### src/rtl/uart_cmd_slave.sv
// ---------------------------------------------------------------------------
// uart_cmd_slave
//   Byte-level command responder sitting between a UART rx/tx pair and the
//   internal 8-bit register bus. It decodes host frames (CMD, ADDR[, ARG]),
//   performs single reads, single writes, incrementing burst reads and
//   fixed-address streaming burst reads, and returns read data or
//   ACK/NAK status bytes through the transmitter handshake.
//
// Ports
//   MCLK, reset_n         clock, asynchronous active-low reset
//   rx_data / rx_valid    received byte and its one-cycle strobe
//   tx_data / tx_valid    byte to transmit, held until tx_ready accepts it
//   tx_ready              transmitter accepts when tx_valid && tx_ready
//   reg_addr / reg_wdata  register-bus address and write data
//   reg_we / reg_re       one-cycle write / read strobes
//   reg_rdata             read data, valid the cycle after reg_re
//   busy                  high whenever not IDLE
//   err                   one-cycle pulse on timeout, NAK or dropped byte
// ---------------------------------------------------------------------------
module uart_cmd_slave #(
  parameter int unsigned TIMEOUT  = 100000,
  parameter logic [7:0]  ACK_BYTE = 8'h06,
  parameter logic [7:0]  NAK_BYTE = 8'h15
) (
  input  logic       MCLK,
  input  logic       reset_n,
  input  logic [7:0] rx_data,
  input  logic       rx_valid,
  output logic [7:0] tx_data,
  output logic       tx_valid,
  input  logic       tx_ready,
  output logic [7:0] reg_addr,
  output logic [7:0] reg_wdata,
  output logic       reg_we,
  output logic       reg_re,
  input  logic [7:0] reg_rdata,
  output logic       busy,
  output logic       err
);

  localparam int unsigned    TW       = $clog2(TIMEOUT + 1);
  localparam logic [TW-1:0]  TMO_LAST = TW'(TIMEOUT - 1);

  typedef enum logic [1:0] {
    CMD_READ   = 2'b00,
    CMD_WRITE  = 2'b01,
    CMD_INC    = 2'b10,
    CMD_STREAM = 2'b11
  } cmd_t;

  typedef enum logic [3:0] {
    IDLE, GET_ADDR, GET_ARG, WR_DO, RD_ISSUE, RD_CAP, TX_WAIT, ACK, NAK
  } state_t;

  state_t        state, state_nxt;
  cmd_t          cmd;
  logic [7:0]    count;      // accesses remaining after the current one
  logic [TW-1:0] tmo_cnt;    // cycles since the last frame byte
  logic          nak_err;    // err pulse for the first cycle of NAK

  logic in_frame, rx_take, timeout_hit, illegal_cmd;

  assign in_frame    = (state == GET_ADDR) || (state == GET_ARG);
  assign rx_take     = rx_valid && ((state == IDLE) || in_frame);
  // A byte arriving in the last allowed cycle still counts as on time.
  assign timeout_hit = in_frame && !rx_valid && (tmo_cnt == TMO_LAST);
  assign illegal_cmd = (rx_data[7:2] != 6'd0);

  // State register
  always_ff @(posedge MCLK or negedge reset_n) begin
    if (!reset_n) state <= IDLE;
    // NOTE: sequential state uses non-blocking assignments so every register
    // samples the pre-edge values regardless of block ordering.
    else          state <= state_nxt;
  end

  // Next-state logic
  always_comb begin
    // NOTE: default first, so no path through the case leaves state_nxt
    // unassigned and infers a latch.
    state_nxt = state;
    unique case (state)
      IDLE:     if (rx_valid) state_nxt = illegal_cmd ? NAK : GET_ADDR;
      GET_ADDR: if (rx_valid)        state_nxt = (cmd == CMD_READ) ? RD_ISSUE : GET_ARG;
                else if (timeout_hit) state_nxt = IDLE;
      GET_ARG:  if (rx_valid)        state_nxt = (cmd == CMD_WRITE) ? WR_DO : RD_ISSUE;
                else if (timeout_hit) state_nxt = IDLE;
      WR_DO:    state_nxt = ACK;
      RD_ISSUE: state_nxt = RD_CAP;
      RD_CAP:   state_nxt = TX_WAIT;
      TX_WAIT:  if (tx_ready) state_nxt = (count == 8'd0) ? IDLE : RD_ISSUE;
      ACK, NAK: if (tx_ready) state_nxt = IDLE;
      default:  state_nxt = IDLE;
    endcase
  end

  // Outputs decoded from state; strobes vanish with the asynchronous reset.
  always_comb begin
    reg_we   = (state == WR_DO);
    reg_re   = (state == RD_ISSUE);
    tx_valid = (state == TX_WAIT) || (state == ACK) || (state == NAK);
    busy     = (state != IDLE);
    err      = nak_err || timeout_hit || (rx_valid && !rx_take);
  end

  // Datapath: frame fields, counters and the transmit byte
  always_ff @(posedge MCLK or negedge reset_n) begin
    if (!reset_n) begin
      cmd       <= CMD_READ;
      count     <= 8'd0;
      tmo_cnt   <= '0;
      nak_err   <= 1'b0;
      reg_addr  <= 8'h00;
      reg_wdata <= 8'h00;
      tx_data   <= 8'h00;
    end else begin
      nak_err <= 1'b0;

      if (rx_take || !in_frame) tmo_cnt <= '0;
      else                      tmo_cnt <= tmo_cnt + TW'(1);

      unique case (state)
        IDLE: if (rx_valid) begin
          cmd <= cmd_t'(rx_data[1:0]);
          if (illegal_cmd) begin
            nak_err <= 1'b1;
            tx_data <= NAK_BYTE;
          end
        end
        GET_ADDR: if (rx_valid) begin
          reg_addr <= rx_data;
          count    <= 8'd0;          // single read: exactly one access
        end
        GET_ARG: if (rx_valid) begin
          if (cmd == CMD_WRITE) reg_wdata <= rx_data;
          else                  count     <= rx_data;   // LEN: LEN+1 accesses
        end
        WR_DO:  tx_data <= ACK_BYTE;
        RD_CAP: tx_data <= reg_rdata;
        TX_WAIT: if (tx_ready && (count != 8'd0)) begin
          count <= count - 8'd1;
          if (cmd == CMD_INC) reg_addr <= reg_addr + 8'd1;  // wraps FF->00
        end
        default: ;
      endcase
    end
  end

endmodule

### config.mk
export PLATFORM = sky130hd
export DESIGN_NAME = uart_cmd_slave
export DESIGN_NICKNAME = d
export VERILOG_FILES = /design/src/rtl/uart_cmd_slave.sv
export SDC_FILE = /design/constraint.sdc
export NUM_CORES = 1
export LEC_CHECK = 0
export CAP_MARGIN = 20
export CELL_PAD_IN_SITES_DETAIL_PLACEMENT = 1
export CELL_PAD_IN_SITES_GLOBAL_PLACEMENT = 1
export CORE_MARGIN = 2
export CORE_UTILIZATION = 37
export CTS_CLUSTER_SIZE = 24
export DETAILED_ROUTE_END_ITERATION = 8
export GPL_TIMING_DRIVEN = 0
export MAX_ROUTING_LAYER = met4
export PLACE_DENSITY_LB_ADDON = 0.25
export SLEW_MARGIN = 20
export SYNTH_ARGS = -nofsm -noshare
export SYNTH_HDL_FRONTEND = slang
export SYNTH_SLANG_ARGS = --single-unit
### constraint.sdc
create_clock -name MCLK -period 2.5 [get_ports MCLK]
set_input_delay 0.5 -clock MCLK [delete_from_list [all_inputs] [get_ports MCLK]]
set_output_delay 0.5 -clock MCLK [all_outputs]
set_load 0.02 [all_outputs]
==> results list <==
- Run status: finished with violations
- Violations in the final reports: negative setup slack
- The worst setup path is captured at an output pin.
- Leakage power: 1.60 nW
- Crit path cell chain: or4b_4 > or4b_4 > or4_4 > nand2_4 > buf_6
- Die area: 0.00892 mm2
- Reg-to-Reg End: count[7]$_DFFE_PN0P_
* Nets@finish: 396
* Fin util: 0.491
- Across the run, the number of max-cap violations was 0.
- Height of the die: 94.4 um
* Placeable Area: 0.00781 mm2
- The worst register-to-register path has a depth of 6.
- At the placement stage, the worst setup path has a slack of -0.854 ns.
* Number of antenna violations at the first check in global routing: 0
- The synthesized design contains 56 register bits.
- Across all register-to-register paths, the minimum setup slack is 0.17 ns.
- Top Ports: 49
- Summing over every cut layer, the via total after detailed routing is 2,689.
* Sink count of the clock tree: 56
- Layout cell share with drive strength beyond 1: 0.129
- Crit path DAT: 2.39 ns
- At the pin with the least slew margin, the transition time is 0.745 ns.
- In the final routed layout, each cell accounts on average for 18.0 um.
- GPL Wtd Cong: 0.817
- Yosys mapped a number of flops with a built-in enable equal to 0.
- Placed wire-length estimate after detailed placement: 6.25 mm
- Via count of the first global-routing pass: 2,821
- The average instance in the mapped netlist occupies 9.58 um2.
- Post-synthesis sequential area ratio: 0.463
- Compared with the post-synthesis result, the final layout area differs by 26.5%.
* Grt total ovfl: 0
- The detail route stage leaves a number of antenna-violating nets equal to 0.
* Number of clock buffers inserted by TritonCTS: 5
* Final-report setup violation count: 1
- Unrepaired setup endpoints after global routing: yes
* Master cell of the clock root buffer: sky130_fd_sc_hd__clkbuf_8
- Worst min path class: in -> async
- In this run the critical register-to-register path is launched from state[1]$_DFFE_PN0P_.
- Across every metal layer, demand over resource in global routing totals 0.210.
* Cell Count, Final, Fillers Out: 475
- During synthesis, Yosys emitted a total of 0 warnings.
- The first routing iteration left 133 violations.
- Horizontal die dimension: 94.4 um
* Clock tree from TritonCTS: built
- For this configuration, the core starts out at a cell density of 0.388.
- The number of placed instances, taps included, is 467.
- Fmax: 0.346 GHz
- Subtracting the final worst setup slack from the clock period gives 2.89 ns.
* # DRC: 0
- The cell area that synthesis handed to floorplanning was 0.00303 mm2.
* Data required time of the worst path: 2.00 ns
* Max clock buf depth: 2
- Final Total Pwr: 3.00 mW
- Summed over all failing endpoints, the final setup total negative slack is -0.393 ns.
* Total number of H-tree levels: 2
- Distinct cell type count after synthesis: 53
- Total of hold buffers inserted after clock tree synthesis: 0
* Wire length of the first global-routing pass: 14.3 mm
* Fraction of synthesis flops using an asynchronous set or reset pin: 1.00
- 0 antenna diodes ended up in the layout.
* CP Buf/Inv Count: 1
- Clock-pin slew on the worst setup and hold paths: 0.11 ns
- Most repeated library cell on the critical path: sky130_fd_sc_hd__or4b_4
- The final layout contains routed wiring with a total length of 8.53 mm.
* First-pass iteration count of the detailed router: 5
* Latest clock arrival within the worst-skew pair: 0.31 ns
* Number of fill cells in the layout: 911
- The count of final max-slew check failures was 0.
* Primary FF master, synth: sky130_fd_sc_hd__dfrtp_1
- Final hold violation count: 0
- Cell count after synthesis: 316
- Ratio of final minimum period to clock period: 1.16
* Count of buffers inserted at the top-level ports: 48
- Broken down by cell family, the worst path's largest delay share belongs to simple AND/OR/NAND/NOR gates.
- Cell Pwr Density: 784 mW/mm2
* Number of vias per cell: 5.66
* Post-layout worst setup margin: -0.393 ns
* Start-to-end type of the worst setup path: reg -> out
* Maximum fanout encountered on the critical timing path: 2
* Critical-path top delay cell: sky130_fd_sc_hd__or4b_4
- Entering global routing, the biggest net connects 39 pins.
- Net count after synthesis: 340
- Final Skew: 0.00583 ns
- Slew Limit Headroom: 0.497
- The largest single stage delay on the critical path is 0.52 ns.
* Crit path launch type: register
* Row count: 32
- IR analysis of the VDD net gives a maximum drop of 0.554 mV.
-- worst register-to-register path: stages (launching register included) --
cell and delay, ns:
sky130_fd_sc_hd__dfrtp_1 0.39, sky130_fd_sc_hd__buf_2 0.24, sky130_fd_sc_hd__nor2b_1 0.34, sky130_fd_sc_hd__o21ai_0 0.16, sky130_fd_sc_hd__a21oi_1 0.49, sky130_fd_sc_hd__nand2_1 0.38
sky130_fd_sc_hd__o2bb2ai_1 0.25
-- report_power, final --
part	total [mW]	switching, mW	internal [mW]	leakage, nW
sequential	1.29	0.193	1.10	0.736
clock	0.615	0.312	0.302	0.0548
combinational	1.10	0.597	0.502	0.806
-- Yosys cell counts (all sizes together) (2+ instances only) --
cell	n	area [um2]
mux2i	4	40.0
o221a	3	33.8
and4	3	26.3
o22ai	3	18.8
a21boi	3	22.5
nand3	15	75.1
or3	3	18.8
nand2	29	109
nor2	28	105
a22oi	6	45.0
and3	5	33.8
o21ai	15	75.1
xnor2	5	43.8
o2bb2ai	7	61.3
nor4	5	31.3
and2	4	25.0
mux2	10	113
a21oi	20	104
xor2	9	78.8
dfrtp	56	1400
buf	5	25.0
inv	7	26.3
a22o	5	43.8
clkbuf	10	37.5
o31ai	3	22.5
o211ai	4	30.0
a2bb2oi	4	35.0
nand2b	3	18.8
or4b	2	20.0
nand4	5	31.3
a21o	2	15.0
nor3	9	45.0
nor2b	6	37.5
o22a	2	17.5
ha	4	50.1
-- stage by stage --
step,hold slack [ns],area [um2]
6_report,0.0584,3830
5_1_grt,0.0593,3830
4_1_cts,0.0628,3810
3_5_place_dp,0.407,3660
3_3_place_gp,0.437,3640
2_1_floorplan,0.204,3030
-- worst max path at each step --
| stage | to | cells past startpoint | slack [ns] | startpoint |
|---|---|---|---|---|
| after detailed placement | err | 6 | -0.85 | rx_valid |
| after global placement | tx_data[2]$_DFFE_PN0P_ | 1 | -0.96 | reset_n |
| after CTS | err | 5 | -0.40 | tmo_cnt[5]$_DFF_PN0_ |
| after global routing | err | 5 | -0.45 | tmo_cnt[5]$_DFF_PN0_ |
| after floorplan | err | 4 | 0.06 | tmo_cnt[5]$_DFF_PN0_ |
| final | err | 5 | -0.39 | tmo_cnt[5]$_DFF_PN0_ |
-- cell usage in the layout, fill, tap and decap left out, types with 6 or more instances in the layout --
cell type,instances
sky130_fd_sc_hd__a21oi_1,19
sky130_fd_sc_hd__a22oi_1,6
sky130_fd_sc_hd__clkdlybuf4s50_1,43
sky130_fd_sc_hd__dfrtp_1,54
sky130_fd_sc_hd__inv_1,7
sky130_fd_sc_hd__mux2_2,10
sky130_fd_sc_hd__nand2_1,28
sky130_fd_sc_hd__nand3_1,15
sky130_fd_sc_hd__nor2_1,27
sky130_fd_sc_hd__nor2b_1,6
sky130_fd_sc_hd__nor3_1,6
sky130_fd_sc_hd__o21ai_0,12
sky130_fd_sc_hd__o2bb2ai_1,7
sky130_fd_sc_hd__xor2_1,9
-- kinds of logic after synthesis --
group           count (synthesis)  synth area share
compound gates                 84             0.194
flops                          56             0.463
buf+inv                        22            0.0294
mux                            14            0.0504
simple gates                  122             0.206
fa+ha+maj                       4            0.0165
xor+xnor                       14            0.0405
-- area by class of cell --
class,instances,area (um2),area share
inverter,7,26.3,0.00686
multi-input combinational,238,1580,0.412
buffer,13,61.3,0.0160
tap,102,128,0.0333
clock inverter,3,46.3,0.0121
timing repair buffer,51,518,0.135
clock buffer,5,68.8,0.0180
sequential,56,1400,0.367
-- state kept, by name, summed over array words and instances (netlist names) --
register and cells:
tmo_cnt 17, count 8, reg_addr 8, reg_wdata 8, tx_data 8, state 4
cmd 2, nak_err 1
-- what timing repair did --
item,4_1_cts,5_1_grt
gates cloned,0,0
buffers inserted,2,0
resized for setup,19,5
endpoints found under the setup margin,13,10
-- per-layer routing --
metal | share of wire | track usage | vias up | wire length (um)
li1 | - | - | 1276 | -
met1 | 0.48 | 0.292 | 1381 | 4110
met2 | 0.49 | 0.330 | 30 | 4220
met3 | 0.019 | 0.0215 | 2 | 165
met4 | 0.0043 | 0.0556 | 0 | 37
met5 | 0 | - | - | 0
Note: power is estimated with default switching activity, not from simulation.
